$ cat src/rtl/seq_shifter_pkg.sv
// Shared types and the combinational shift kernel for seq_shifter.
//   shift_mode_t : shift flavour selected by the mode switches
//   DIR_LEFT/RIGHT : encoding of the latched direction bit
//   shift_step() : one shift step, returns {carry, result}
package seq_shifter_pkg;

  typedef enum logic [1:0] {
    SH_LOGIC = 2'b00,
    SH_ROT   = 2'b01,
    SH_ARITH = 2'b10,
    SH_HOLD  = 2'b11
  } shift_mode_t;

  localparam logic DIR_LEFT  = 1'b1;
  localparam logic DIR_RIGHT = 1'b0;

  // The kernel works on a fixed maximum container; callers zero-extend
  // their word and pass the live width. WIDTH of any instance must not
  // exceed SH_MAX_W.
  localparam int SH_MAX_W = 64;
  localparam int SH_IDX_W = $clog2(SH_MAX_W);

  // One step of `amt` positions. For a zero effective distance (or hold)
  // the word and carry_in pass through unchanged.
  function automatic logic [SH_MAX_W:0] shift_step(
    input logic [SH_MAX_W-1:0] word,
    input int                  width,
    input int                  amt,
    input logic                dir_left,
    input shift_mode_t         mode,
    input logic                carry_in
  );
    logic [SH_MAX_W-1:0] result;
    logic                carry;
    logic                sign;
    int                  n;
    int                  src;

    result = word;
    carry  = carry_in;
    sign   = word[SH_IDX_W'(width - 1)];
    n      = (mode == SH_ROT) ? (amt % width) : amt;

    if (mode != SH_HOLD && n != 0) begin
      result = '0;
      for (int i = 0; i < SH_MAX_W; i++) begin
        if (i < width) begin
          if (dir_left) begin
            src = i - n;
            if (mode == SH_ROT)
              result[i] = word[SH_IDX_W'((src + width) % width)];
            else
              result[i] = (src >= 0) ? word[SH_IDX_W'(src)] : 1'b0;
          end else begin
            src = i + n;
            if (mode == SH_ROT)
              result[i] = word[SH_IDX_W'(src % width)];
            else if (src < width)
              result[i] = word[SH_IDX_W'(src)];
            else
              result[i] = (mode == SH_ARITH) ? sign : 1'b0;
          end
        end
      end
      // Shifting by the full width or more leaves only fill bits, so the
      // last bit "out" is the fill bit itself. Rotate never gets here
      // because n was reduced modulo width.
      if (n >= width)
        carry = (!dir_left && mode == SH_ARITH) ? sign : 1'b0;
      else
        carry = dir_left ? word[SH_IDX_W'(width - n)] : word[SH_IDX_W'(n - 1)];
    end

    return {carry, result};
  endfunction

endpackage

$ cat src/rtl/seq_shifter_if.sv
// Board-side bundle of seq_shifter: switches/buttons in, LED word out.
//   master : the board / bench (drives controls, observes word)
//   slave  : the shifter itself
interface seq_shifter_if #(
  parameter int WIDTH = 16
);
  localparam int AMT_W = $clog2(WIDTH);

  logic [WIDTH-1:0]              load_val;
  logic                          btn_load;
  logic                          btn_left;
  logic                          btn_right;
  seq_shifter_pkg::shift_mode_t  mode;
  logic [AMT_W-1:0]              amt;
  logic                          auto_en;
  logic [WIDTH-1:0]              res;
  logic                          dir;
  logic                          carry_out;
  logic [15:0]                   step_cnt;

  modport master (
    output load_val, btn_load, btn_left, btn_right, mode, amt, auto_en,
    input  res, dir, carry_out, step_cnt
  );

  modport slave (
    input  load_val, btn_load, btn_left, btn_right, mode, amt, auto_en,
    output res, dir, carry_out, step_cnt
  );

endinterface

$ cat src/rtl/seq_shifter_debounce_edge.sv
// Conditions one raw push button: 2-flop synchroniser, counter debounce,
// and a one-cycle pulse on each accepted rising level.
//   clock, reset : system clock, async active-high reset
//   raw          : button pin, asynchronous to clock
//   level        : debounced button level
//   press        : single-cycle pulse after level goes 0 -> 1
module debounce_edge #(
  parameter int DB_CYCLES = 1_000_000
) (
  input  logic clock,
  input  logic reset,
  input  logic raw,
  output logic level,
  output logic press
);

  localparam int CNT_W = $clog2(DB_CYCLES + 1);

  logic             sync1_q, sync2_q;
  logic             db_q, db_d;
  logic             db_dly_q;
  logic [CNT_W-1:0] cnt_q, cnt_d;

  // The level flips on the DB_CYCLES-th consecutive disagreeing edge;
  // one agreeing sample restarts the count.
  always_comb begin
    db_d  = db_q;
    cnt_d = '0;
    if (sync2_q != db_q) begin
      if (cnt_q == CNT_W'(DB_CYCLES - 1))
        db_d = ~db_q;
      else
        cnt_d = cnt_q + 1'b1;
    end
  end

  // NOTE: state uses non-blocking assignments so every flop samples the
  // pre-edge value; with blocking '=' sync2_q would see the new sync1_q
  // and the synchroniser would collapse to a single stage.
  // NOTE: the synchroniser flops are reset too, so a raw sample captured
  // before reset can never mature into a press afterwards.
  always_ff @(posedge clock or posedge reset) begin
    if (reset) begin
      sync1_q  <= 1'b0;
      sync2_q  <= 1'b0;
      db_q     <= 1'b0;
      db_dly_q <= 1'b0;
      cnt_q    <= '0;
    end else begin
      sync1_q  <= raw;
      sync2_q  <= sync1_q;
      db_q     <= db_d;
      db_dly_q <= db_q;
      cnt_q    <= cnt_d;
    end
  end

  assign level = db_q;
  assign press = db_q & ~db_dly_q;

endmodule

$ cat src/rtl/seq_shifter.sv
// Registered WIDTH-bit shifter driven by board buttons and an auto-tick.
//   clock, reset : system clock, async active-high reset
//   bus (slave)  : load_val/btn_*/mode/amt/auto_en in,
//                  res/dir/carry_out/step_cnt out
// Events per cycle, highest first: load press, direction press, tick.
module seq_shifter #(
  parameter int WIDTH     = 16,
  parameter int DB_CYCLES = 1_000_000,
  parameter int TICK_DIV  = 10_000_000
) (
  input  logic          clock,
  input  logic          reset,
  seq_shifter_if.slave  bus
);
  import seq_shifter_pkg::*;

  localparam int PS_W = $clog2(TICK_DIV);

  logic load_press, left_press, right_press;
  logic load_level_unused, left_level_unused, right_level_unused;

  debounce_edge #(.DB_CYCLES(DB_CYCLES)) u_db_load (
    .clock (clock),
    .reset (reset),
    .raw   (bus.btn_load),
    .level (load_level_unused),
    .press (load_press)
  );

  debounce_edge #(.DB_CYCLES(DB_CYCLES)) u_db_left (
    .clock (clock),
    .reset (reset),
    .raw   (bus.btn_left),
    .level (left_level_unused),
    .press (left_press)
  );

  debounce_edge #(.DB_CYCLES(DB_CYCLES)) u_db_right (
    .clock (clock),
    .reset (reset),
    .raw   (bus.btn_right),
    .level (right_level_unused),
    .press (right_press)
  );

  // ---------------------------------------------------------------------
  // Auto-step prescaler: free-runs only while auto_en is high.
  // ---------------------------------------------------------------------
  logic [PS_W-1:0] presc_q, presc_d;
  logic            tick;

  assign tick = bus.auto_en && (presc_q == PS_W'(TICK_DIV - 1));

  always_comb begin
    presc_d = '0;
    if (bus.auto_en && !tick)
      presc_d = presc_q + 1'b1;
  end

  // ---------------------------------------------------------------------
  // Shift datapath
  // ---------------------------------------------------------------------
  logic [WIDTH-1:0] res_q, res_d;
  logic             dir_q, dir_d;
  logic             carry_q, carry_d;
  logic [15:0]      step_cnt_q, step_cnt_d;
  logic             left_only, right_only;
  logic             step_left;
  logic [SH_MAX_W:0] step_out;

  assign left_only  = left_press & ~right_press;
  assign right_only = right_press & ~left_press;

  // A direction press steps in its own direction this very cycle; a tick
  // uses the latched one.
  assign step_left = left_only  ? DIR_LEFT  :
                     right_only ? DIR_RIGHT : dir_q;

  assign step_out = shift_step(SH_MAX_W'(res_q), WIDTH, int'(bus.amt),
                               step_left, bus.mode, carry_q);

  if (WIDTH < SH_MAX_W) begin : g_hi
    logic unused_hi;
    assign unused_hi = ^step_out[SH_MAX_W-1:WIDTH];
  end

  // NOTE: every output of this block gets a default first; any path that
  // left one unassigned would infer a latch instead of a mux.
  always_comb begin
    logic do_step;
    res_d      = res_q;
    dir_d      = dir_q;
    carry_d    = carry_q;
    step_cnt_d = step_cnt_q;
    do_step    = 1'b0;

    if (load_press) begin
      res_d = bus.load_val;
    end else if (left_only) begin
      dir_d   = DIR_LEFT;
      do_step = 1'b1;
    end else if (right_only) begin
      dir_d   = DIR_RIGHT;
      do_step = 1'b1;
    end else if (!left_press && !right_press && tick) begin
      do_step = 1'b1;
    end

    // Hold mode still lets presses move dir, but freezes the word.
    if (do_step && bus.mode != SH_HOLD) begin
      res_d      = step_out[WIDTH-1:0];
      carry_d    = step_out[SH_MAX_W];
      step_cnt_d = step_cnt_q + 16'd1;
    end
  end

  always_ff @(posedge clock or posedge reset) begin
    if (reset) begin
      res_q      <= '0;
      dir_q      <= DIR_LEFT;
      carry_q    <= 1'b0;
      step_cnt_q <= '0;
      presc_q    <= '0;
    end else begin
      res_q      <= res_d;
      dir_q      <= dir_d;
      carry_q    <= carry_d;
      step_cnt_q <= step_cnt_d;
      presc_q    <= presc_d;
    end
  end

  assign bus.res       = res_q;
  assign bus.dir       = dir_q;
  assign bus.carry_out = carry_q;
  assign bus.step_cnt  = step_cnt_q;

endmodule
$ cat src/flat_wrapper.sv
// flat-port wrapper written by rule: the top's interface ports become plain ports
module seq_shifter_flat import seq_shifter_pkg::*;
#(
  parameter int WIDTH     = 16,
  parameter int DB_CYCLES = 1_000_000,
  parameter int TICK_DIV  = 10_000_000
)
  (clock, reset, bus_load_val, bus_btn_load, bus_btn_left, bus_btn_right, bus_mode, bus_amt, bus_auto_en, bus_res, bus_dir, bus_carry_out, bus_step_cnt);
  seq_shifter_if #(.WIDTH(WIDTH)) bus_i ();
  input  logic clock;
  input  logic reset;
  input wire logic [$bits(bus_i.load_val)-1:0] bus_load_val;
  input wire logic [$bits(bus_i.btn_load)-1:0] bus_btn_load;
  input wire logic [$bits(bus_i.btn_left)-1:0] bus_btn_left;
  input wire logic [$bits(bus_i.btn_right)-1:0] bus_btn_right;
  input wire logic [$bits(bus_i.mode)-1:0] bus_mode;
  input wire logic [$bits(bus_i.amt)-1:0] bus_amt;
  input wire logic [$bits(bus_i.auto_en)-1:0] bus_auto_en;
  output wire logic [$bits(bus_i.res)-1:0] bus_res;
  output wire logic [$bits(bus_i.dir)-1:0] bus_dir;
  output wire logic [$bits(bus_i.carry_out)-1:0] bus_carry_out;
  output wire logic [$bits(bus_i.step_cnt)-1:0] bus_step_cnt;
  assign bus_i.load_val = bus_load_val;
  assign bus_i.btn_load = bus_btn_load;
  assign bus_i.btn_left = bus_btn_left;
  assign bus_i.btn_right = bus_btn_right;
  assign bus_i.mode = bus_mode;
  assign bus_i.amt = bus_amt;
  assign bus_i.auto_en = bus_auto_en;
  assign bus_res = bus_i.res;
  assign bus_dir = bus_i.dir;
  assign bus_carry_out = bus_i.carry_out;
  assign bus_step_cnt = bus_i.step_cnt;
  seq_shifter #(.WIDTH(WIDTH), .DB_CYCLES(DB_CYCLES), .TICK_DIV(TICK_DIV)) u_core (.clock(clock), .reset(reset), .bus(bus_i));
endmodule
$ cat config.mk
export PLATFORM = sky130hd
export DESIGN_NAME = seq_shifter_flat
export DESIGN_NICKNAME = d
export VERILOG_FILES = /design/src/rtl/seq_shifter_pkg.sv /design/src/rtl/seq_shifter_if.sv /design/src/rtl/seq_shifter_debounce_edge.sv /design/src/rtl/seq_shifter.sv /design/src/flat_wrapper.sv
export SDC_FILE = /design/constraint.sdc
export NUM_CORES = 1
export LEC_CHECK = 0
export BUFFER_PORTS_ARGS = -buffer_cell sky130_fd_sc_hd__buf_4
export CAP_MARGIN = 20
export CORE_MARGIN = 1.5
export CORE_UTILIZATION = 45
export CTS_CLUSTER_SIZE = 40
export DETAILED_ROUTE_END_ITERATION = 6
export PLACE_DENSITY_LB_ADDON = 0.12
export SLEW_MARGIN = 20
export SYNTH_ARGS = -nofsm -noshare
export SYNTH_HDL_FRONTEND = slang
export SYNTH_SLANG_ARGS = --single-unit
$ cat constraint.sdc
create_clock -name clock -period 3.75 [get_ports clock]
set_input_delay 0.5625 -clock clock [delete_from_list [all_inputs] [get_ports clock]]
set_output_delay 0.5625 -clock clock [all_outputs]
set_load 0.05 [all_outputs]
# == Word-level counts from Yosys, hierarchy flattened ==
# Cells that the tools add are included.
# totals
regBits,130
inputBits,28
elab_cells,570
# op_classes
add_sub_neg,54
magnitude_cmp,98
n_eq_ne,11
n_mux,294
bitwise_logic,44
reduce_logical,49
# ops
op,n
$add A32 B6 Y32 const B,16
$ge A32 B1 Y1 const B,16
$lt A32 B6 Y1 const B,15
$lt A6 B8 Y1 const B,33
$lt A5 B8 Y1 const B,31
$mux W1,219
$bmux W1 S6,33
$bmux W1 S5,31
$reduce_or A4 Y1,31
$mux W20,6
$add A20 B1 Y20 const B,3
$eq A20 B20 Y1 const B,3
$mux W16,3
$add A4 B4 Y5 const A,8
$sub A4 B4 Y5 const A,8
$reduce_bool A32 Y1,1
$add A24 B1 Y24 const B,1
$eq A24 B24 Y1 const B,1
$mux W24,1
$and A1 B1 Y1,21
$add A3 B4 Y5 const A,4
$sub A3 B4 Y5 const A,4
$add A16 B1 Y16 const B,1
$and A1 B1 Y1 const A,15
other kinds (20),45

# == Longest topological paths before layout ==
# Gate-level depths: netlist of the first run.
# depth
depth_word,12
mapped_depth,12
mapped_depth_nobuf,8

# == Cells and area by module ==
# Synthesis of the first run repeated with hierarchy kept, for this count alone.
# hier_totals
hier_cells,917
hier_area_um2,8936.1
# by_module_without_submodules
mod,n_inst,cells_per_inst,area_per_inst_um2,seq_area_each_um2
seq_shifter,1,578,5505.3,1452.6
debounce_edge,3,113,1143.6,600.6

# == Worst setup path after synthesis of the first run ==
# OpenSTA, ideal clock, no wires.
# synth_path
path_type,input to register
start,input bus_amt[1]
end,register u_core.res_q[3] (netlist: u_core.bus.res[3])
setup_time_ps,120
arrival_ps,2899
path_slack_ps,732
path_stages,11
path_cell_list,buf_6 -> buf_4 -> inv_1 -> ha_1 -> buf_6 -> buf_8 -> mux4_2 -> mux4_2 -> mux2i_1 -> nand2_1 -> a31o_1
# synth_via
elab_chain_len,11
elab_cells_between_ends,32
# synth_lines
element,line_no,rtl
from (decl),flat_wrapper.sv:17,input wire logic [$bits(bus_i.amt)-1:0] bus_amt;
$sub A2 B4 Y5,seq_shifter_pkg.sv:49,src = i - n;
$add A32 B6 Y32,seq_shifter_pkg.sv:51,result[i] = word[SH_IDX_W'((src + width) % width)];
$reduce_or A4 Y1 (no line),-,
$and A1 B1 Y1 (no line),-,
$bmux W1 S5,seq_shifter_pkg.sv:51,
$mux W1 (not written as such) (2 in series),seq_shifter_pkg.sv:51,
$mux W1,seq_shifter_pkg.sv:50,if (mode == SH_ROT)
$mux W1,seq_shifter_pkg.sv:48,if (dir_left) begin
$mux W16,seq_shifter_pkg.sv:44,if (mode != SH_HOLD && n != 0) begin
$mux W16,seq_shifter.sv:110,if (do_step && bus.mode != SH_HOLD) begin
to (signal assigned),seq_shifter.sv:125,res_q <= res_d;
to (decl),seq_shifter.sv:63,"logic [WIDTH-1:0] res_q, res_d;"
# Several ways; a longest one is shown, not always the timed one. The select of a mux whose other input is x is not followed.
# A chain may end at the register's enable or synchronous reset.

# == Worst setup path after layout of the first run ==
# layout_path
start,input bus_amt[1]
end,register u_core.res_q[14] (netlist: u_core.bus.res[14])
# layout_via
elab_chain_len,11
elab_cells_between_ends,32
# layout_lines
element,line_no
$sub A4 B4 Y5,seq_shifter_pkg.sv:49
$add A32 B6 Y32,seq_shifter_pkg.sv:51
$reduce_or A4 Y1 (no line),-
$and A1 B1 Y1 (no line),-
$bmux W1 S5,seq_shifter_pkg.sv:51
$mux W1 (not written as such) (2 in series),seq_shifter_pkg.sv:51
$mux W1,seq_shifter_pkg.sv:50
$mux W1,seq_shifter_pkg.sv:48
$mux W16,seq_shifter_pkg.sv:44
$mux W16,seq_shifter.sv:110
# Several ways; a longest one is shown, not always the timed one. The select of a mux whose other input is x is not followed.

==> results of run 1 <==
per-stage QoR:
step                setup WS, ns  utilization (%)
finish                     0.811             51.7
CTS                        0.829             51.7
floorplan                  0.732                -
detailed placement         0.382             48.8
global route               0.648             51.7
global placement           0.466             48.8
critical path: stages:
cell and delay [ns]:
sky130_fd_sc_hd__buf_4 0.23, sky130_fd_sc_hd__inv_1 0.10, sky130_fd_sc_hd__buf_4 0.18, sky130_fd_sc_hd__ha_1 0.73, sky130_fd_sc_hd__mux4_2 0.42, sky130_fd_sc_hd__mux4_2 0.47
sky130_fd_sc_hd__and3_1 0.19, sky130_fd_sc_hd__nor3_1 0.22, sky130_fd_sc_hd__a31oi_1 0.11
layer usage:
| metal | up-vias | wire length (µm) |
|---|---|---|
| met5 | - | 0 |
| met4 | 0 | 886 |
| met3 | 63 | 1880 |
| met2 | 326 | 11500 |
| met1 | 3567 | 10400 |
| li1 | 3190 | - |
flip-flops by register name, indices dropped and copies added, names as in the netlist:
signal and flops:
u_core.u_db_right.sync1_q 1, u_core.u_db_right.level 1, u_core.bus.res 16, u_core.u_db_load.level 1, u_core.u_db_load.db_dly_q 1, u_core.u_db_right.db_dly_q 1
u_core.u_db_left.cnt_q 20, u_core.u_db_left.db_dly_q 1, u_core.u_db_load.cnt_q 20, u_core.bus.dir 1, u_core.u_db_left.level 1, u_core.u_db_right.sync2_q 1
u_core.u_db_right.cnt_q 20, u_core.u_db_left.sync2_q 1, u_core.u_db_load.sync2_q 1, u_core.u_db_left.sync1_q 1, u_core.u_db_load.sync1_q 1, u_core.bus.carry_out 1
u_core.presc_q 24, u_core.bus.step_cnt 16
cell type report:
type / instances / area [µm²] / share of cell area, %
repair buffers: 74 / 568 / 5.68
well taps: 265 / 332 / 3.31
inverters: 16 / 63.8 / 0.638
clock inverters: 11 / 104 / 1.04
clock buffers: 21 / 470 / 4.70
multi-input cells: 666 / 5210 / 52.1
flip-flops and latches: 130 / 3250 / 32.5
power by group through the flow:
stage               sequential [mW]  combinational (mW)  clock (mW)
floorplan                      1.47               0.350           0
finish                         1.46               0.473        1.60
detailed placement             1.48               0.469           0
global placement               1.48               0.459           0
global route                   1.46               0.508        1.71
CTS                            1.45               0.472        1.63
final timing paths:
path	startpoint	end	slack, ns	depth (start not counted)
setup / recovery	bus_amt[1]	u_core.bus.res[14]$_DFFE_PP0P_	0.81	9
hold / removal	bus_btn_load	u_core.u_db_load.sync1_q$_DFF_PP0_	0.24	1
setup reg to reg	u_core.presc_q[0]$_DFF_PP0_	u_core.bus.res[15]$_DFFE_PP0P_	1.10	7
hold reg to reg	u_core.u_db_left.sync1_q$_DFF_PP0_	u_core.u_db_left.sync2_q$_DFF_PP0_	0.36	0
max in group asynchronous	reset	u_core.bus.dir$_DFFE_PP1N_	2.58	3
min in group asynchronous	reset	u_core.bus.step_cnt[14]$_DFFE_PP0P_	0.33	2
layout by cell type, fill, tap and decap left out, types with 7 or more instances in the layout:
master,Yosys,final
sky130_fd_sc_hd__a21oi_1,15,15
sky130_fd_sc_hd__and2_1,7,7
sky130_fd_sc_hd__and3_1,18,18
sky130_fd_sc_hd__buf_4,6,73
sky130_fd_sc_hd__clkbuf_16,0,17
sky130_fd_sc_hd__dfrtp_1,129,129
sky130_fd_sc_hd__ha_1,17,17
sky130_fd_sc_hd__inv_1,13,12
sky130_fd_sc_hd__mux2_2,18,18
sky130_fd_sc_hd__mux2i_1,33,33
sky130_fd_sc_hd__mux4_2,55,55
sky130_fd_sc_hd__nand2_1,69,69
sky130_fd_sc_hd__nand3_1,58,58
sky130_fd_sc_hd__nand4_1,12,12
sky130_fd_sc_hd__nor2_1,117,117
sky130_fd_sc_hd__nor2b_1,7,7
sky130_fd_sc_hd__nor3_1,17,17
sky130_fd_sc_hd__nor4_1,7,7
sky130_fd_sc_hd__o21ai_0,17,16
sky130_fd_sc_hd__o21ai_1,6,7
sky130_fd_sc_hd__xnor2_1,55,55
sky130_fd_sc_hd__xor2_1,52,52
cells by family (layout without fill, tap and decap cells):
logic type / after synthesis / count (layout)
muxes: 108 / 108
buffers and inverters: 72 / 122
DFF: 130 / 130
xor gates and xnor gates: 109 / 109
and+or+nand+nor: 343 / 343
AOI/OAI and AO/OA: 88 / 88
adders and majority gates: 18 / 18
==> qor.yml, run 1 <==
grt_setup_unrepaired: "false"
syn-instance-count: 868
irDropWorstVdd_uv: 223
netlist.top_cell.by_area: "sky130_fd_sc_hd__dfrtp_1"
holdBufCountCts: 0
synth_edf_count: 0
switching_share_pct: 26.4
synth.cells.most_frequent: "129 x sky130_fd_sc_hd__dfrtp_1, 117 x sky130_fd_sc_hd__nor2_1, 69 x sky130_fd_sc_hd__nand2_1"
hold_viol: 0
timing.max_slew.rel_slack_pct: 36.9
avgSynthCellArea_um2: 10.2
yosysWarningCount: 0
timing.setup.critical_path_class: "in2reg"
placement_rows: 51
drc_violation_count_after_routing: 0
placeableCoreArea_mm2: 0.0193
cts-buffers-inserted: 17
post_synth_num_cell_types: 71
max-clock-path-buffers: 2
nFillCells: 1724
routedWlPerCell_um: 20.9
synth.yosys.seq_area_share_pct: 36.9
critPathLaunchType: "primary input"
status: "finished clean"
tritoncts_num_sinks: 130
power_frac_comb_pct: 13.4
finalSetupViolCount: 0
detailed_place_hpwl_um: 17400
finalWirelength_um: 24700
drt_pre_antenna_iters: 6
dieHeight_um: 143
antenna_found_initial: 0
holdCritPathClass: "in2reg"
postSynthNetCount: 913
grt_usage_pct: 25.2
synth-async-reset-ratio_pct: 100
grt_remaining_overflow: 0
grtUsageMet1_pct: 32.7
netlist_top_cells_area: "sky130_fd_sc_hd__dfrtp_1 37%, sky130_fd_sc_hd__mux4_2 14%, sky130_fd_sc_hd__xnor2_1 5.5%"
yosys_most_used_dff: "sky130_fd_sc_hd__dfrtp_1"
p_clk_share_pct: 45.3
synth_top_family_by_area: "multiplexers"
routed_via_density: 6.04
simple_gate_area_share_of_the_yosys_netlist_pct: 18.6
clock-root-buffer: "sky130_fd_sc_hd__clkbuf_16"
portion_of_synthesized_cell_area_occupied_by_the_leading_cell_type_pct: 36.6
setup_total_negative_slack_ns: 0
dp_cells: 1151
dieArea_mm2: 0.0204
setup.worst_path.end_class: "flop"
floorplan.io_pins: 62
cts.reportedPaths.clkPinSlew_ns: 0.06
synthesis.area_mm2: 0.00882
layout_worst_path_cycle_share_pct: 78.4
gp_weighted_congestion: 0.929
whs_ns: 0.243
antenna-diode-count: 0
synth.ff_latch_count: 130
number_of_drc_markers_after_the_initial_detailed_route_iteration: 492
postPlaceCellArea_mm2: 0.00943
worst-endpoint-arrival_ns: 3.22
met2_track_demand_over_resource_pct: 40.5
yosys.area_share.adder_pct: 2.53
area.growth.synth_to_final_pct: 13.5
via_count: 7146
grt_start_max_net_pins: 69
antenna_left: 0
worstSkewPairLatency_ns: 0.42
yosys-mux-area-fraction_pct: 20.4
grt_pass1_vias: 7176
cts_htree_levels: 4
synth-compound-area-share_pct: 6.64
post-synth-top-count-cell: "sky130_fd_sc_hd__dfrtp_1"
power.sequential.fraction_pct: 41.3
ctsResizeCount: 0
worst_pin_slew_ns: 0.945
pwr_density_cell_mw_per_mm2: 352
report.final.slew_viol_count: 0
met3_global_route_usage_pct: 5.43
grt_pass1_wl_um: 39300
internal_power_mw: 2.60
p_sw_uw: 931
drive_above_1_share_pct: 20.9
top_usage_layer: "met2"
worstPathMaxFanout: 17
postLayoutCellArea_mm2: 0.0100
cts_setup_buffers: 0
final.min_clock_period_ns: 2.94
nets: 950
xor_xnor_portion_of_the_synthesized_cell_area_pct: 11.0
port_buffers: 61
setup_clock_skew_after_layout_ns: 0.00960
tritoncts_clock_tree: "yes"
leakage_nw: 4.21
initial_core_util_pct: 45.6
post-layout-total-power_mw: 3.53
fin_cells: 1183
cp_data_required_time_ns: 4.03
timing.max_cap.violations: 0
die_w_um: 143
fmax_mhz: 340
(Power assumes the default switching activity.)
==> run 2, diff against run 1 <==
--- a/config.mk
+++ b/config.mk
@@ -5,6 +5,7 @@
 export SDC_FILE = /design/constraint.sdc
 export NUM_CORES = 1
 export LEC_CHECK = 0
+export ABC_AREA = 1
 export BUFFER_PORTS_ARGS = -buffer_cell sky130_fd_sc_hd__buf_4
 export CAP_MARGIN = 20
 export CORE_MARGIN = 1.5
==> constraint.sdc (replaced) <==
create_clock -name clock -period 2.9 [get_ports clock]
set_input_delay 0.435 -clock clock [delete_from_list [all_inputs] [get_ports clock]]
set_output_delay 0.435 -clock clock [all_outputs]
set_load 0.05 [all_outputs]
==> qor.yml, run 2 <==
status: "finished clean"
worst-endpoint-arrival_ns: 2.73
placement_rows: 51
avgSynthCellArea_um2: 6.74
cts_htree_levels: 4
max-clock-path-buffers: 2
finalSetupViolCount: 0
die_w_um: 144
irDropWorstVdd_uv: 454
layout_worst_path_cycle_share_pct: 83.3
gp_weighted_congestion: 0.985
post-synth-top-count-cell: "sky130_fd_sc_hd__nand2_1"
fmax_mhz: 414
grt_pass1_wl_um: 41400
synth_edf_count: 0
dp_worst_setup_slack_ns: 0.485
area.growth.synth_to_final_pct: 14.9
grt_pass1_vias: 8210
routedWlPerCell_um: 15.0
fin_cells: 1674
pwr_density_cell_mw_per_mm2: 501
timing.max_slew.rel_slack_pct: 48.2
synthesis.area_mm2: 0.00898
max_reg_flops: 24
max_flop_register: "u_core.presc_q"
setup.worst_path.end_class: "flop"
netlist_top_cells_area: "sky130_fd_sc_hd__dfrtp_1 36%, sky130_fd_sc_hd__nand2_1 15%, sky130_fd_sc_hd__nand3_1 12%"
grt_usage_pct: 25.6
placeableCoreArea_mm2: 0.0195
postSynthNetCount: 1378
netlist.top_cell.by_area: "sky130_fd_sc_hd__dfrtp_1"
antenna_left: 0
timing.hold.worst_path_depth: 1
setup_clock_skew_after_layout_ns: 0.0159
post_synth_num_cell_types: 38
tritoncts_clock_tree: "yes"
drive_above_1_share_pct: 9.37
hold_viol: 0
synth.yosys.seq_area_share_pct: 36.2
grt_remaining_overflow: 0
yosysWarningCount: 0
detailed_place_hpwl_um: 18400
number_of_drc_markers_after_the_initial_detailed_route_iteration: 610
synth.cells.most_frequent: "347 x sky130_fd_sc_hd__nand2_1, 212 x sky130_fd_sc_hd__nand3_1, 195 x sky130_fd_sc_hd__nor2_1"
dieHeight_um: 144
cts-buffers-inserted: 17
portion_of_synthesized_cell_area_occupied_by_the_leading_cell_type_pct: 35.9
setup_total_negative_slack_ns: 0
finalWirelength_um: 25000
holdBufCountCts: 0
dp_cells: 1642
leakage_nw: 4.99
drt_pre_antenna_iters: 5
cp_data_required_time_ns: 3.21
nets: 1441
setup_ws_ns: 0.484
antenna_found_initial: 0
post-layout-total-power_mw: 5.17
worstSkewPairLatency_ns: 0.42
ctsResizeCount: 0
synth.ff_latch_count: 130
timing.reg2reg.worst_path_depth: 13
floorplan.io_pins: 62
grt_start_max_net_pins: 131
routed_via_density: 5.26
synth-async-reset-ratio_pct: 100
critical_path.max_stage_delay_ns: 0.37
cts_setup_buffers: 0
antenna-diode-count: 0
via_count: 8813
mostFrequentLayoutCell: "sky130_fd_sc_hd__nand2_1"
report.final.slew_viol_count: 0
worstPathMaxFanout: 22
holdCritPathClass: "in2reg"
timing.max_cap.violations: 0
syn-instance-count: 1333
timing.setup.critical_path_class: "reg2reg"
most-common-layout-cells: "347 x sky130_fd_sc_hd__nand2_1, 212 x sky130_fd_sc_hd__nand3_1, 195 x sky130_fd_sc_hd__nor2_1"
final.min_clock_period_ns: 2.42
worstPathCellList: "ha_1, nand2_2, nor2_4, nand3_2, nor2_2, nand3_2, nand2_2, nand2_2, buf_4, nor2_1, nand2_1, nand2_1, nand2_1"
cts.reportedPaths.clkPinSlew_ns: 0.06
critical-path-slowest-cell: "sky130_fd_sc_hd__dfrtp_1"
initial_core_util_pct: 46.0
dieArea_mm2: 0.0208
yosys_most_used_dff: "sky130_fd_sc_hd__dfrtp_1"
critPathLaunchType: "flop"
grt_setup_unrepaired: "false"
clock-root-buffer: "sky130_fd_sc_hd__clkbuf_16"
drc_violation_count_after_routing: 0
worst_pin_slew_ns: 0.775
port_buffers: 61
tritoncts_num_sinks: 130
[run 2: cell count changes in the layout (fill, tap and decap cells not counted), moves of 17 or more]
cell,change
sky130_fd_sc_hd__xnor2_1,-35
sky130_fd_sc_hd__mux2i_1,-33
sky130_fd_sc_hd__nor2_1,+78
sky130_fd_sc_hd__mux4_2,-55
sky130_fd_sc_hd__nand3_1,+154
sky130_fd_sc_hd__and3_1,-17
sky130_fd_sc_hd__nand2_1,+278
sky130_fd_sc_hd__inv_1,+124
sky130_fd_sc_hd__a21oi_1,+26
[run 2: final timing paths]
check / slack [ns] / to / from
max: 0.48 / u_core.bus.res[6]$_DFFE_PP0P_ / u_core.presc_q[0]$_DFF_PP0_
min: 0.12 / u_core.u_db_left.sync1_q$_DFF_PP0_ / bus_btn_left
max reg2reg: 0.48 / u_core.bus.res[6]$_DFFE_PP0P_ / u_core.presc_q[0]$_DFF_PP0_
min reg2reg: 0.35 / u_core.u_db_load.sync2_q$_DFF_PP0_ / u_core.u_db_load.sync1_q$_DFF_PP0_
max in group asynchronous: 2.14 / u_core.bus.res[8]$_DFFE_PP0P_ / reset
min in group asynchronous: 0.23 / u_core.presc_q[20]$_DFF_PP0_ / reset
[run 2: kinds of logic after synthesis]
| family | count (synthesis) | share of synthesized area, % |
|---|---|---|
| XOR/XNOR | 71 | 6.92 |
| AO/OA/AOI/OAI | 75 | 4.44 |
| flip-flops | 130 | 36.2 |
| adder cells (fa/ha/maj) | 17 | 2.37 |
| AND/OR/NAND/NOR | 856 | 41.6 |
| multiplexers | 2 | 0.251 |
| buffers and inverters | 182 | 8.19 |
[run 2: layer usage]
| layer | track usage, % | part of all wire, % | vias to the layer above |
|---|---|---|---|
| met5 | 0 | 0 | - |
| met4 | 12.3 | 3.9 | 0 |
| met3 | 5.76 | 6.8 | 60 |
| met2 | 39.1 | 44 | 302 |
| met1 | 34.3 | 45 | 4031 |
| li1 | - | - | 4420 |
[run 2: final cells by class]
class	instances	area [µm²]
clock inverter	12	148
sequential	130	3250
inverter	150	567
multi-input combinational	1021	4990
fill	1990	9200
clock buffer	20	447
timing repair buffer	76	583
tap	265	332
[run 2: per-stage QoR]
stage | cell area (µm²) | utilization, % | hold slack [ns]
6_report | 10300 | 52.9 | 0.121
5_1_grt | 10300 | 52.9 | 0.104
4_1_cts | 10300 | 52.9 | 0.104
3_5_place_dp | 9730 | 49.8 | 0.335
3_3_place_gp | 9730 | 49.8 | 0.338
2_1_floorplan | 8990 | - | 0.331
[run 2: where the power goes]
| group | internal [mW] | switching (mW) |
|---|---|---|
| clock network | 1.31 | 0.869 |
| logic | 0.312 | 0.714 |
| registers | 1.87 | 0.0863 |
| total | 3.50 | 1.67 |
[run 2: worst max-delay path, delay by kind of cell, from the launching register on]
family	cells	cell delay [ns]
fa+ha+maj	1	0.24
simple gates	11	1.36
flops	1	0.37
buf+inv	1	0.33
